File: src/rtl/codec_i2s_tx.sv
// I2S playback serializer and sample-rate timing master: divides clk into SCLK/LRCLK,
// shifts the latched stereo pair out MSB first, and strobes 'valid' to request the next pair.
module codec_i2s_tx #(
    parameter int SCLK_DIV = 8,
    parameter int DATA_W   = 16,
    parameter int SLOT_W   = 32
) (
    input  logic              clk,
    input  logic              rst_n,
    input  logic              en,
    input  logic              mute,
    input  logic [DATA_W-1:0] left_in,
    input  logic [DATA_W-1:0] right_in,
    output logic              sclk,
    output logic              lrclk,
    output logic              sdata,
    output logic              valid
);

    localparam int DIV_BW = (SCLK_DIV > 1) ? $clog2(SCLK_DIV) : 1;
    localparam int BIT_BW = $clog2(2 * SLOT_W);

    localparam logic [DIV_BW-1:0] DIV_LAST  = DIV_BW'(SCLK_DIV - 1);
    localparam logic [DIV_BW-1:0] DIV_ONE   = DIV_BW'(1);
    localparam logic [BIT_BW-1:0] BIT_LAST  = BIT_BW'(2 * SLOT_W - 1);
    localparam logic [BIT_BW-1:0] BIT_ONE   = BIT_BW'(1);
    localparam logic [BIT_BW-1:0] BIT_ZERO  = BIT_BW'(0);
    localparam logic [BIT_BW-1:0] SLOT_R    = BIT_BW'(SLOT_W);
    localparam logic [BIT_BW-1:0] POS_FIRST = BIT_BW'(1);
    localparam logic [BIT_BW-1:0] POS_LAST  = BIT_BW'(DATA_W);

    logic [DIV_BW-1:0] div_cnt_r;
    logic              sclk_r;
    logic [BIT_BW-1:0] bit_cnt_r;
    logic              lrclk_r;
    logic              sdata_r;
    logic              valid_r;
    logic [DATA_W-1:0] shadow_l_r;
    logic [DATA_W-1:0] shadow_r_r;
    logic              mute_q_r;
    logic [DATA_W-1:0] shift_r;

    logic              div_wrap_s;
    logic              fall_s;
    logic [BIT_BW-1:0] bit_nxt_s;
    logic              right_slot_s;
    logic [BIT_BW-1:0] pos_s;
    logic [DATA_W-1:0] word_s;

    // Next slot position and the word feeding it; shadows are already latched when n=1 is reached.
    always_comb begin
        div_wrap_s = (div_cnt_r == DIV_LAST);
        fall_s     = div_wrap_s && sclk_r;
        if (bit_cnt_r == BIT_LAST) begin
            bit_nxt_s = BIT_ZERO;
        end else begin
            bit_nxt_s = bit_cnt_r + BIT_ONE;
        end
        right_slot_s = (bit_nxt_s >= SLOT_R);
        if (right_slot_s) begin
            pos_s = bit_nxt_s - SLOT_R;
        end else begin
            pos_s = bit_nxt_s;
        end
        if (mute_q_r) begin
            word_s = '0;
        end else if (right_slot_s) begin
            word_s = shadow_r_r;
        end else begin
            word_s = shadow_l_r;
        end
    end

    // Clock divider, frame counter, sample capture and serializer; en=0 mirrors reset.
    always_ff @(posedge clk or negedge rst_n) begin
        if (!rst_n) begin
            div_cnt_r  <= '0;
            sclk_r     <= 1'b0;
            bit_cnt_r  <= BIT_LAST;
            lrclk_r    <= 1'b0;
            sdata_r    <= 1'b0;
            valid_r    <= 1'b0;
            shadow_l_r <= '0;
            shadow_r_r <= '0;
            mute_q_r   <= 1'b0;
            shift_r    <= '0;
        end else if (!en) begin
            div_cnt_r  <= '0;
            sclk_r     <= 1'b0;
            bit_cnt_r  <= BIT_LAST;
            lrclk_r    <= 1'b0;
            sdata_r    <= 1'b0;
            valid_r    <= 1'b0;
            shadow_l_r <= '0;
            shadow_r_r <= '0;
            mute_q_r   <= 1'b0;
            shift_r    <= '0;
        end else begin
            valid_r <= 1'b0;
            if (div_wrap_s) begin
                div_cnt_r <= '0;
                sclk_r    <= ~sclk_r;
            end else begin
                div_cnt_r <= div_cnt_r + DIV_ONE;
            end
            if (fall_s) begin
                bit_cnt_r <= bit_nxt_s;
                lrclk_r   <= right_slot_s;
                valid_r   <= (bit_nxt_s == SLOT_R);
                if (bit_nxt_s == BIT_ZERO) begin
                    shadow_l_r <= left_in;
                    shadow_r_r <= right_in;
                    mute_q_r   <= mute;
                end
                // n=0 is the I2S delay bit; n=1 loads the word, later bits drain the shifter.
                if (pos_s == POS_FIRST) begin
                    sdata_r <= word_s[DATA_W-1];
                    shift_r <= {word_s[DATA_W-2:0], 1'b0};
                end else if ((pos_s != BIT_ZERO) && (pos_s <= POS_LAST)) begin
                    sdata_r <= shift_r[DATA_W-1];
                    shift_r <= {shift_r[DATA_W-2:0], 1'b0};
                end else begin
                    sdata_r <= 1'b0;
                end
            end
        end
    end

    assign sclk  = sclk_r;
    assign lrclk = lrclk_r;
    assign sdata = sdata_r;
    assign valid = valid_r;

endmodule

File: config.mk
export PLATFORM = sky130hd
export DESIGN_NAME = codec_i2s_tx
export DESIGN_NICKNAME = d
export VERILOG_FILES = /design/src/rtl/codec_i2s_tx.sv
export SDC_FILE = /design/constraint.sdc
export NUM_CORES = 1
export LEC_CHECK = 0
export CORE_ASPECT_RATIO = 1.75
export CORE_UTILIZATION = 56
export DETAILED_ROUTE_END_ITERATION = 10
export PLACE_DENSITY_LB_ADDON = 0.2
export SLEW_MARGIN = 25
export SYNTH_ARGS = -nofsm -noshare
export SYNTH_HDL_FRONTEND = slang
export SYNTH_SLANG_ARGS = --single-unit
File: constraint.sdc
create_clock -name clk -period 3 [get_ports clk]
set_clock_uncertainty 0.2 [all_clocks]
set_input_delay 0.75 -clock clk [delete_from_list [all_inputs] [get_ports clk]]
set_output_delay 0.75 -clock clk [all_outputs]
set_load 0.03 [all_outputs]
# Word-level counts from Yosys, hierarchy flattened
# Index checks and enable logic that the tools add are counted.
[totals]
elab_cells = 61
latch_bits = 0
mem_bits_rw = 0
register_bits = 62
mem_count = 0
out_inout_bits = 4
romBits = 0
[classes]
mul = 0
n_reduce_logical = 6
addsub = 3
eq_ne = 8
order_cmp = 2
muxes = 31
bitwise_logic = 1
n_shift = 0
div = 0
[ops]
columns = ["op", "n"]
rows = [
  ["16-bit two-way mux", 12],
  ["6-bit two-way mux", 4],
  ["1-bit two-way mux", 13],
  ["6-bit equality test, second input constant", 2],
  ["6-bit by 1-bit adder with 6-bit output, second input constant", 1],
  ["6-bit by 1-bit equality test with 1-bit output, second input constant", 1],
  ["6-bit greater-or-equal comparator, second input constant", 1],
  ["6-bit by 5-bit <= comparator with 1-bit output, second input constant", 1],
  ["6-bit logical NOT", 1],
  ["3-bit two-way mux", 2],
  ["2-bit by 1-bit inequality test with 1-bit output, second input constant", 3],
  ["6-bit nonzero test", 1],
  ["6-bit subtractor, second input constant", 1],
  ["2-bit AND reduction", 2],
  ["3-bit by 1-bit adder with 3-bit output, second input constant", 1],
  ["3-bit equality test, second input constant", 1],
  ["3-bit by 1-bit inequality test with 1-bit output, second input constant", 1],
  ["1-bit logical AND", 2],
  ["1-bit inverter", 1],
]

# Longest topological paths before layout
[logic_depth]
depth_word = 10
depth_mapped = 12

# Worst setup path before layout
# No wires, ideal clock.
[synth_path]
kind = "flip-flop to flip-flop"
from = "reg bit_cnt_r[2]"
to = "reg shift_r[10]"
n_path_buf = 3
setup_slack_ps = 339
period_less_slack_ps = 2661
t_arrival_ps = 2335
stages_incl_launch_ff = 12
path_cell_list = "dfstp_2 -> buf_4 -> nand3_2 -> xnor2_2 -> a21oi_1 -> ha_1 -> clkbuf_1 -> nand2_1 -> nand2_1 -> nor2_2 -> buf_6 -> a221o_1"
[synth_via]
elab_chain_len = 8
word_cells_on_any_way = 17
cone_classes = "add/sub (2); order compare (2); eq/ne (3); mux (7); reduce/logical (3)"
[synth_rtl]
columns = ["item", "line", "source"]
rows = [
  ["from (decl)", "34", "logic [BIT_BW-1:0] bit_cnt_r;"],
  ["from (signal assigned)", "107", "bit_cnt_r <= bit_nxt_s;"],
  ["6-bit by 1-bit adder with 6-bit output or 6-bit equality test (tied branches)", "57, 54", ""],
  ["6-bit two-way mux (*)", "54", "if (bit_cnt_r == BIT_LAST) begin"],
  ["6-bit subtractor or 6-bit greater-or-equal comparator (tied branches)", "61, 59", ""],
  ["6-bit two-way mux or 16-bit two-way mux (tied branches)", "60, 67", ""],
  ["6-bit by 5-bit <= comparator with 1-bit output, or another cell as far along", "119", "end else if ((pos_s != BIT_ZERO) && (pos_s <= POS_LAST)) begin"],
  ["1-bit logical AND or 16-bit two-way mux (tied branches)", "119, 116", ""],
  ["3-bit by 1-bit inequality test with 1-bit output (no source line) or 16-bit two-way mux (tied branches)", "-", ""],
  ["2-bit AND reduction (no source line) or 16-bit two-way mux (tied branches)", "-", ""],
  ["to (signal assigned)", "118", "shift_r <= {word_s[DATA_W-2:0], 1'b0};"],
  ["to (signal assigned)", "121", "shift_r <= {shift_r[DATA_W-2:0], 1'b0};"],
  ["to (decl)", "41", "logic [DATA_W-1:0] shift_r;"],
]
# Mark *: on every way between the ends. The rest lies on a longest branch, timed or not. The select of a mux whose other input is x is not followed.
# A chain may end at the register's enable or synchronous reset.

# Worst setup path in the final report
# Ends and elaborated chain as after synthesis.

==> impl_metrics.py <==
metrics = {
    "global_routing": {
        "grt_max_degree": 36,
        "gr-total-overflow": 0,
        "grt_pass1_vias": 2743,
        "grt_pass1_wl_microns": 13000,
        "grt.total_usage_pct": 28.1,
        "antenna_found_initial": 0,
    },
    "floorplanning": {
        "chipHeight_microns": 104,
        "ioPinCount": 40,
        "start_util_pct": 58.6,
        "coreArea_sq_um": 5630,
        "die_w_microns": 60.0,
        "dieArea_sq_um": 6220,
        "row_count": 36,
    },
    "yosys": {
        "synth_nets": 390,
        "syn_area_per_cell_sq_um": 9.46,
        "synth.distinct_cells": 50,
        "async_flop_share_pct": 100,
        "ys_seq_area_share_pct": 46.5,
        "syn_inst": 349,
        "yosysTopAreaCellShare_pct": 41.7,
        "synth_top_area_cell": "dfrtp_1",
        "synth_edf_count": 0,
        "syn-cell-area_sq_um": 3300,
        "netlist_top_cells_area": "dfrtp_1, nand2_1, a21boi_0",
        "synth-seq-cells": 61,
        "synth-warning-count": 0,
        "ys.flop_type": "dfrtp_1",
    },
    "timing": {
        "finalSetupViolCount": 0,
        "period_share_pct": 93.9,
        "min_period_ns": 2.82,
        "slew_headroom_pct": 50.4,
        "fmax_ghz": 0.355,
        "rsz0062_at_grt": "no",
        "setup_tns_ns": 0,
        "worst_slack_ns": 0.182,
        "drv_slew": 0,
        "worst_slew_pin_slew_ns": 0.744,
        "finalHoldViolCount": 0,
    },
    "cells_and_area": {
        "utilization_pct": 70.6,
        "diodes": 0,
        "syn2layout_area_growth_pct": 20.5,
        "fillers": 440,
        "nets": 423,
        "fin_area_sq_um": 3980,
        "final_common_cell": "nand2_1",
        "drive_above_1_share_pct": 13.4,
        "layout_common_cells": "nand2_1, dfrtp_1, clkdlybuf4s50_1, a21boi_0",
    },
    "outcome": {
        "status": "finished clean",
    },
    "worst_setup_path": {
        "cp_data_required_time_ns": 3.02,
        "critPathArrivalTime_ns": 2.84,
        "crit_chain": "nand3_2 > xnor2_4 > a21oi_1 > ha_1 > nand2_1 > nand2_1 > nor2_2 > buf_4 > a221o_1",
        "cp-end-kind": "flop",
        "path_common_cell": "nand2_1",
        "worstSetupStartpointType": "flop",
        "cp_slowest_cell": "dfstp_2",
        "r2r_slack_ns": 0.18,
        "worstPathMaxFanout": 15,
        "crit_type": "reg -> reg",
        "slowest_delay_ns": 0.64,
    },
    "power": {
        "p_per_area_nw_per_um2": 442,
        "p_leak_nw": 1.75,
        "ir_drop_mv": 0.524,
    },
    "route": {
        "drc": 0,
        "dr_total_vias": 2781,
        "routed_wirelength_microns": 7720,
        "firstDrtPassIters": 5,
        "drtIter0Drc": 203,
        "ant_nets": 0,
        "wire_per_inst_microns": 16.7,
        "vias_per_cell": 6.01,
    },
    "cts": {
        "clk_pin_slew_worst_paths_ns": 0.07,
        "h-tree-depth": 3,
        "numCtsBuffers": 9,
        "clockBufferDepth": 2,
        "clk_latency_ns": 0.35,
        "clock-sinks": 61,
        "root_buffer": "clkbuf_8",
        "cts_tree": "built",
    },
    "flow_run": {
        "maxCapViolCount": 0,
    },
    "placed_design": {
        "placed_cell_area_sq_um": 3740,
        "place_ws_ns": 0.0449,
        "port_buffers": 39,
        "place.gp.congestion": 0.919,
        "dp_hpwl_microns": 5330,
    },
    "min_path": {
        "hold_path_class": "in -> async",
    },
}
-- registers in the layout, summed over array words and instances (netlist names) --
name,flops
mute_q_r,1
sdata,1
sclk,1
shift_r,15
shadow_l_r,16
div_cnt_r,3
bit_cnt_r,6
lrclk,1
valid,1
shadow_r_r,16
-- through the flow --
| step | power [mW] | cells | hold WS (ns) |
|---|---|---|---|
| 3_3_place_gp | 0.932 | 447 | 0.228 |
| 2_1_floorplan | 0.863 | 349 | 0.214 |
| 3_5_place_dp | 0.934 | 447 | 0.281 |
| 4_1_cts | 1.77 | 463 | 0.213 |
| 5_1_grt | 1.82 | 463 | 0.245 |
| 6_report | 1.76 | 463 | 0.204 |
-- routing by layer --
layer | up-vias | share of wire, % | GRT usage, %
met1 | 1352 | 40 | 35.8
met2 | 90 | 54 | 45.2
met5 | - | 0 | 0
li1 | 1327 | - | -
met4 | 0 | 1.8 | 10.8
met3 | 12 | 3.9 | 6.62
-- final timing paths --
kind	startpoint	to	cells after the start
worst max register to register	bit_cnt_r[2]	shift_r[10]	9
max in group asynchronous	rst_n	bit_cnt_r[5]	2
worst min register to register	div_cnt_r[0]	div_cnt_r[0]	1
min in group clk	div_cnt_r[0]	div_cnt_r[0]	1
worst min-delay path	rst_n	shadow_r_r[1]	1
worst max-delay path	bit_cnt_r[2]	shift_r[10]	9
-- synthesized netlist by cell type (2+ instances only) --
library cell,n
dfstp_2,6
a21oi_1,19
o21ai_0,3
and2_1,4
xor2_1,2
inv_1,3
o32ai_1,14
a221o_1,14
buf_2,6
and3_1,2
nand3_1,18
nor2_1,16
buf_4,2
dfrtp_1,55
buf_6,4
mux2_2,2
a21boi_1,5
a21boi_0,29
nand2_1,78
clkbuf_1,19
a31o_2,2
o22ai_1,14
ha_1,5
-- critical path, delay by kind of cell (launching register included) --
| kind | cells | cell delay [ns] |
|---|---|---|
| XOR/XNOR | 1 | 0.29 |
| buffers and inverters | 1 | 0.19 |
| flip-flops | 1 | 0.64 |
| AO/OA/AOI/OAI | 2 | 0.49 |
| AND/OR/NAND/NOR | 4 | 0.44 |
| adder cells (fa/ha/maj) | 1 | 0.44 |
-- logic make-up after synthesis --
logic type	count (synthesis)	share of synthesized area, %
and+or+nand+nor	130	17.6
AOI/OAI and AO/OA	113	26.5
DFF	61	46.5
buffers and inverters	35	5.84
adders and majority gates	5	1.90
xor gates and xnor gates	3	1.02
muxes	2	0.682
-- area by class of cell --
cell class	count	area, sq um	area share, %
clock inverter	4	70.1	1.76
inverter	3	11.3	0.283
tap	76	95.1	2.39
timing repair buffer	54	510	12.8
sequential	61	1530	38.6
clock buffer	12	155	3.90
multi-input combinational	253	1600	40.3
-- where the power goes --
part	switching [mW]	leakage, nW	internal (mW)
Clock	0.331	0.116	0.511
Sequential	0.00182	0.829	0.826
Combinational	0.0353	0.806	0.0531
-- what timing repair did --
action                                 4_1_cts  5_1_grt
resized for setup                            0        1
setup endpoints to repair                    0        8
setup buffers                                0        0
hold buffers                                 0        0
endpoints found under the hold margin        0        0
(Power assumes the default switching activity.)
